File: src/rtl/mips_register_writer_if.sv
// Bus bundle for the MIPS register writer: two write-back request ports,
// the register file write port, the bypass lookup ports and the occupancy count.
interface mips_register_writer_if #(
  parameter int DATA_W = 32,
  parameter int ADDR_W = 5,
  parameter int CNT_W  = 3
);
  logic              aValid;
  logic              aReady;
  logic [ADDR_W-1:0] aAddr;
  logic [DATA_W-1:0] aData;
  logic              bValid;
  logic              bReady;
  logic [ADDR_W-1:0] bAddr;
  logic [DATA_W-1:0] bData;
  logic [ADDR_W-1:0] wrAddr;
  logic [DATA_W-1:0] wrData;
  logic              wrEnable;
  logic              wrReady;
  logic [ADDR_W-1:0] rd1Addr;
  logic [ADDR_W-1:0] rd2Addr;
  logic              rd1Hit;
  logic              rd2Hit;
  logic [DATA_W-1:0] rd1Data;
  logic [DATA_W-1:0] rd2Data;
  logic [CNT_W-1:0]  count;

  modport slave (
    input  aValid, aAddr, aData, bValid, bAddr, bData, wrReady, rd1Addr, rd2Addr,
    output aReady, bReady, wrAddr, wrData, wrEnable, rd1Hit, rd2Hit, rd1Data, rd2Data, count
  );

  modport master (
    output aValid, aAddr, aData, bValid, bAddr, bData, wrReady, rd1Addr, rd2Addr,
    input  aReady, bReady, wrAddr, wrData, wrEnable, rd1Hit, rd2Hit, rd1Data, rd2Data, count
  );
endinterface

File: src/rtl/mips_register_writer.sv
// In-order write-back queue in front of the register file write port,
// with fixed-priority intake from two producers and a youngest-wins bypass lookup.
module mips_register_writer #(
  parameter int DATA_W = 32,
  parameter int ADDR_L = 32,
  parameter int ADDR_W = $clog2(ADDR_L),
  parameter int DEPTH  = 4
) (
  input logic                  clk,
  input logic                  rst_n,
  mips_register_writer_if.slave bus
);
  localparam int PTR_W = $clog2(DEPTH);
  localparam int CNT_W = PTR_W + 1;

  logic [PTR_W-1:0]  wr_ptr_q, wr_ptr_d;
  logic [PTR_W-1:0]  rd_ptr_q, rd_ptr_d;
  logic [CNT_W-1:0]  count_q, count_d;
  logic [ADDR_W-1:0] addr_mem_q [DEPTH];
  logic [DATA_W-1:0] data_mem_q [DEPTH];

  logic              full;
  logic              not_empty;
  logic              pop;
  logic              a_ready;
  logic              a_fire;
  logic              b_fire;
  logic              push;
  logic [ADDR_W-1:0] push_addr;
  logic [DATA_W-1:0] push_data;

  // Scan from head to tail so the last match seen is the youngest entry.
  function automatic logic [DATA_W:0] lookup(input logic [ADDR_W-1:0] addr);
    logic [DATA_W:0]  result;
    logic [PTR_W-1:0] idx;
    result = '0;
    for (int i = 0; i < DEPTH; i++) begin
      idx = rd_ptr_q + PTR_W'(i);
      if ((CNT_W'(i) < count_q) && (addr != '0) && (addr_mem_q[idx] == addr)) begin
        result = {1'b1, data_mem_q[idx]};
      end
    end
    return result;
  endfunction

  always_comb begin
    full      = (count_q == CNT_W'(DEPTH));
    not_empty = (count_q != '0);
    pop       = not_empty && bus.wrReady;
    a_ready   = !full || pop;
    a_fire    = bus.aValid && a_ready;
    b_fire    = bus.bValid && a_ready && !bus.aValid;
    push_addr = a_fire ? bus.aAddr : bus.bAddr;
    push_data = a_fire ? bus.aData : bus.bData;
    // Register 0 writes are acknowledged but never stored.
    push      = (a_fire || b_fire) && (push_addr != '0);
    wr_ptr_d  = wr_ptr_q + PTR_W'(push);
    rd_ptr_d  = rd_ptr_q + PTR_W'(pop);
    count_d   = count_q + CNT_W'(push) - CNT_W'(pop);
  end

  always_ff @(posedge clk or negedge rst_n) begin
    if (!rst_n) begin
      wr_ptr_q <= '0;
      rd_ptr_q <= '0;
      count_q  <= '0;
    end else begin
      wr_ptr_q <= wr_ptr_d;
      rd_ptr_q <= rd_ptr_d;
      count_q  <= count_d;
    end
  end

  always_ff @(posedge clk) begin
    if (push) begin
      addr_mem_q[wr_ptr_q] <= push_addr;
      data_mem_q[wr_ptr_q] <= push_data;
    end
  end

  logic [DATA_W:0] rd1_result;
  logic [DATA_W:0] rd2_result;

  always_comb begin
    rd1_result   = lookup(bus.rd1Addr);
    rd2_result   = lookup(bus.rd2Addr);
    bus.aReady   = a_ready;
    bus.bReady   = a_ready && !bus.aValid;
    bus.wrEnable = not_empty;
    bus.wrAddr   = not_empty ? addr_mem_q[rd_ptr_q] : '0;
    bus.wrData   = not_empty ? data_mem_q[rd_ptr_q] : '0;
    bus.rd1Hit   = rd1_result[DATA_W];
    bus.rd1Data  = rd1_result[DATA_W-1:0];
    bus.rd2Hit   = rd2_result[DATA_W];
    bus.rd2Data  = rd2_result[DATA_W-1:0];
    bus.count    = count_q;
  end
endmodule

File: src/flat_wrapper.sv
// flat-port wrapper written by rule: the top's interface ports become plain ports
module mips_register_writer_flat 
#(
  parameter int DATA_W = 32,
  parameter int ADDR_L = 32,
  parameter int ADDR_W = $clog2(ADDR_L),
  parameter int DEPTH  = 4
)
  (clk, rst_n, bus_aValid, bus_aAddr, bus_aData, bus_bValid, bus_bAddr, bus_bData, bus_wrReady, bus_rd1Addr, bus_rd2Addr, bus_aReady, bus_bReady, bus_wrAddr, bus_wrData, bus_wrEnable, bus_rd1Hit, bus_rd2Hit, bus_rd1Data, bus_rd2Data, bus_count);
  mips_register_writer_if #(.DATA_W(DATA_W), .ADDR_W(ADDR_W), .CNT_W(3)) bus_i ();
  input logic clk;
  input logic rst_n;
  input wire logic [$bits(bus_i.aValid)-1:0] bus_aValid;
  input wire logic [$bits(bus_i.aAddr)-1:0] bus_aAddr;
  input wire logic [$bits(bus_i.aData)-1:0] bus_aData;
  input wire logic [$bits(bus_i.bValid)-1:0] bus_bValid;
  input wire logic [$bits(bus_i.bAddr)-1:0] bus_bAddr;
  input wire logic [$bits(bus_i.bData)-1:0] bus_bData;
  input wire logic [$bits(bus_i.wrReady)-1:0] bus_wrReady;
  input wire logic [$bits(bus_i.rd1Addr)-1:0] bus_rd1Addr;
  input wire logic [$bits(bus_i.rd2Addr)-1:0] bus_rd2Addr;
  output wire logic [$bits(bus_i.aReady)-1:0] bus_aReady;
  output wire logic [$bits(bus_i.bReady)-1:0] bus_bReady;
  output wire logic [$bits(bus_i.wrAddr)-1:0] bus_wrAddr;
  output wire logic [$bits(bus_i.wrData)-1:0] bus_wrData;
  output wire logic [$bits(bus_i.wrEnable)-1:0] bus_wrEnable;
  output wire logic [$bits(bus_i.rd1Hit)-1:0] bus_rd1Hit;
  output wire logic [$bits(bus_i.rd2Hit)-1:0] bus_rd2Hit;
  output wire logic [$bits(bus_i.rd1Data)-1:0] bus_rd1Data;
  output wire logic [$bits(bus_i.rd2Data)-1:0] bus_rd2Data;
  output wire logic [$bits(bus_i.count)-1:0] bus_count;
  assign bus_i.aValid = bus_aValid;
  assign bus_i.aAddr = bus_aAddr;
  assign bus_i.aData = bus_aData;
  assign bus_i.bValid = bus_bValid;
  assign bus_i.bAddr = bus_bAddr;
  assign bus_i.bData = bus_bData;
  assign bus_i.wrReady = bus_wrReady;
  assign bus_i.rd1Addr = bus_rd1Addr;
  assign bus_i.rd2Addr = bus_rd2Addr;
  assign bus_aReady = bus_i.aReady;
  assign bus_bReady = bus_i.bReady;
  assign bus_wrAddr = bus_i.wrAddr;
  assign bus_wrData = bus_i.wrData;
  assign bus_wrEnable = bus_i.wrEnable;
  assign bus_rd1Hit = bus_i.rd1Hit;
  assign bus_rd2Hit = bus_i.rd2Hit;
  assign bus_rd1Data = bus_i.rd1Data;
  assign bus_rd2Data = bus_i.rd2Data;
  assign bus_count = bus_i.count;
  mips_register_writer #(.DATA_W(DATA_W), .ADDR_L(ADDR_L), .ADDR_W(ADDR_W), .DEPTH(DEPTH)) u_core (.clk(clk), .rst_n(rst_n), .bus(bus_i));
endmodule
File: config.mk
export PLATFORM = sky130hd
export DESIGN_NAME = mips_register_writer_flat
export DESIGN_NICKNAME = d
export VERILOG_FILES = /design/src/rtl/mips_register_writer_if.sv /design/src/rtl/mips_register_writer.sv /design/src/flat_wrapper.sv
export SDC_FILE = /design/constraint.sdc
export NUM_CORES = 1
export LEC_CHECK = 0
export BUFFER_PORTS_ARGS = -buffer_cell sky130_fd_sc_hd__buf_4
export CORE_ASPECT_RATIO = 0.8
export CORE_MARGIN = 3
export CORE_UTILIZATION = 25
export DETAILED_ROUTE_END_ITERATION = 8
export PLACE_DENSITY = 0.45
export REMOVE_ABC_BUFFERS = 1
export SYNTH_ARGS = -nofsm -noshare
export SYNTH_HDL_FRONTEND = slang
export SYNTH_SLANG_ARGS = --single-unit
File: constraint.sdc
create_clock -name clk -period 4.68 [get_ports clk]
set_input_delay 0.234 -clock clk [delete_from_list [all_inputs] [get_ports clk]]
set_output_delay 0.234 -clock clk [all_outputs]
set_load 0.05 [all_outputs]
==> summary.md <==
| Metric | Value |
|---|---|
| Overall power | 11.9 mW |
| Setup slack after layout | 0.369 ns |
| Worst Setup SP | u_core.rd_ptr_q[0] |
| Hpwl dp | 27.2 mm |
| Final Wtd Congestion | 0.836 |
| DR top layer | met4 |
| Reg clk slew, reported paths | 0.07 ns |
| Layout Skew | 0.0129 ns |
| Final period util | 0.921 |
| Crit path max fanout | 25 |
| Pre-antenna DRT Iters | 5 |
| Share of cells above drive strength 1 | 0.295 |
| Starting Density | 0.254 |
| Post-synth EDFFs | 148 |
| Max Root-Sink Buffers | 2 |
| Resized Gates After CTS | 0 |
| Final Hold Fails | 0 |
| Post-DRT Antenna Nets | 0 |
| Unrepaired setup endpoints after global routing | false |
| Total CTS buffers | 17 |
| Residual DRC | 0 |
| Slew margin rel. | 0.304 |
| Max VDD drop | 0.640 mV |
| Synth top area cells | edfxtp_1 (38%), mux2i_1 (9.4%), mux2_2 (6.2%) |
| Crit Path Category | reg2out |
| Synth Warn # | 0 |
| Number of clock sinks | 155 |
| Gr ovfl total | 0 |
| Drt wl/cell | 20.9 um |
| Leakage power | 5.15 nW |
| Final setup viols | 0 |
| Crit path top cell by count | buf_4 |
| Met3 wire length | 2.14 mm |
| Max_cap viols | 0 |
| Slew @ Worst Pin | 1.03 ns |
| Height of the die | 199 um |
| WL met1 | 19.1 mm |
| Worst endpoint data arrival time | 4.08 ns |
| Critical Path End Type | output port |
| Final min period | 4.31 ns |
| Initial drt markers | 630 |
| Slew Viols, Final | 0 |
| Core area | 45,800 sq um |
| Die Wd | 247 um |
| Seq/Total Area, Yosys | 0.397 |
| Hold Crit Class | in2async |
| Cell area power density | 829 nW/um^2 |
| CP max-delay cell | dfrtp_4 |
| GRT Overall Usage | 0.156 |
| Global-route wire length before repair | 57.7 mm |
| Status | completed |
| Most frequent cell after synthesis | edfxtp_1 |
| Mapped Area | 11,600 sq um |
| Flops & latches, synth | 155 |
| Via density | 5.04 |
| Ant. Diodes | 0 |
| Synth area leader | edfxtp_1 |
| Cells after Synth | 1,122 |
| Synth-to-layout area growth | 23.1% |
| Port Buffer Count | 197 |
| Ys flop type | edfxtp_1 |
| Antenna violations before repair | 1 |
| Top cell type's share of synthesized area | 0.382 |
| Vias in the first global route | 9,286 |
| Root Buffer | clkbuf_16 |
| Synth unique cells | 53 |
| Clock Latency Late Sink | 0.43 ns |
| Crit-path max cell delay | 0.68 ns |
| Nets | 1,359 |
| Number of fill cells | 4,665 |
| Site Rows | 70 |
| WL met2 | 17.8 mm |
| Routed WL | 39.4 mm |
| CTS tree | built |
| Pre-CTS setup slack | 0.773 ns |
| Largest net degree at the start of global routing | 117 |
| Avg Synthesized Cell Area | 10.4 sq um |
| Multi-input logic area | 6510 sq um |
| Worst R2R Path Depth | 9 |
| Critical path required time | 4.45 ns |
| Post-synth top cells | edfxtp_1 (148), mux2i_1 (109), a21oi_1 (88) |
| Reg area | 4630 sq um |
| Core Util, Final | 0.313 |
| I/O pins | 198 |
| Post-synth ARST share | 0.0452 |
| Die area | 49,200 sq um |
| H-tree levels | 4 |
| Critical-path cell list | mux4_2 > xnor2_1 > nor4_1 > and2_2 > buf_4 > a221oi_1 > o31ai_1 > buf_4 |
| FMAX | 232 MHz |
| Routed via count | 9,515 |
| Startpoint type of the worst setup path | flop |
| R2R Path Start | u_core.bus.count[2] |
==> routing by layer <==
| metal | vias up | track usage |
|---|---|---|
| met5 | - | 0 |
| met4 | 0 | 0.0251 |
| met3 | 15 | 0.0268 |
| met2 | 299 | 0.252 |
| met1 | 4660 | 0.224 |
| li1 | 4541 | - |
==> power breakdown <==
part	switching, mW	leakage, nW	internal, mW
registers	0.294	1.45	2.03
clock network	0.569	0.287	0.843
logic	5.45	3.41	2.69
==> state kept, by name (all words and copies together), names as in the netlist <==
| signal | cells |
|---|---|
| u_core.wr_ptr_q | 2 |
| u_core.data_mem_q | 128 |
| u_core.bus.count | 3 |
| u_core.addr_mem_q | 20 |
| u_core.rd_ptr_q | 2 |
==> through the flow <==
step	cell area, sq um	TNS, ns	instances	hold WS [ns]
final	14300	0	1888	0.165
after global routing	14300	0	1888	0.152
after CTS	14300	0	1888	0.145
after floorplan	11100	-633.03	1016	-0.0616
after global placement	13700	0	1855	0.0531
after detailed placement	13700	0	1855	0.0553
==> cell families after synthesis <==
family                     synth area share
AOI/OAI and AO/OA                     0.139
xor gates and xnor gates             0.0376
DFF                                   0.397
buffers and inverters                0.0495
muxes                                 0.208
adders and majority gates           0.00817
and+or+nand+nor                       0.160
==> cell usage in the layout, fill, tap and decap left out, types with 3 or more instances in the layout <==
cell type,n
buf_4,223
edfxtp_1,148
mux2i_1,109
a21oi_1,87
and2_1,85
nand2_1,65
mux2_2,64
nor3_1,61
nand3_1,40
nor2_1,39
nor2b_1,38
a221oi_1,33
o31ai_1,32
o21ai_0,30
mux4_2,27
xnor2_1,26
xor2_1,24
o221ai_1,19
clkbuf_16,19
inv_1,12
o221ai_2,10
a211oi_1,8
ha_1,6
nor4_1,5
nand3b_1,5
dfrtp_1,5
nand4_1,4
buf_12,4
clkbuf_8,3
clkinvlp_4,3
clkbuf_1,3
==> worst paths after layout <==
| kind | slack, ns | endpoint |
|---|---|---|
| worst max-delay path | 0.37 | bus_rd1Data[28] |
| worst min-delay path | 0.17 | u_core.bus.count[1] |
| worst max register to register | 1.32 | u_core.data_mem_q[3][16] |
| worst min register to register | 0.57 | u_core.wr_ptr_q[1] |
| max in group asynchronous | 4.37 | u_core.rd_ptr_q[0] |
| min in group clk | 0.17 | u_core.data_mem_q[3][9] |
==> cell type report <==
type / instances / area share
repair buffers: 228 / 0.123
multi-input cells: 848 / 0.455
flip-flops and latches: 155 / 0.323
well taps: 612 / 0.0535
inverters: 13 / 0.00358
clock buffers: 25 / 0.0369
clock inverters: 7 / 0.00524
==> worst max-delay path, delay by kind of cell, from the launching register on <==
family,cells,cell delay [ns]
AO/OA/AOI/OAI,2,0.52
XOR/XNOR,1,0.14
buffers and inverters,2,0.58
flip-flops,1,0.68
multiplexers,1,0.60
AND/OR/NAND/NOR,2,1.12
==> timing repair <==
action	4_1_cts	5_1_grt
hold buffers	1	0
buffers inserted	0	0
endpoints found under the hold margin	7	0
Note: power is estimated with default switching activity, not from simulation.
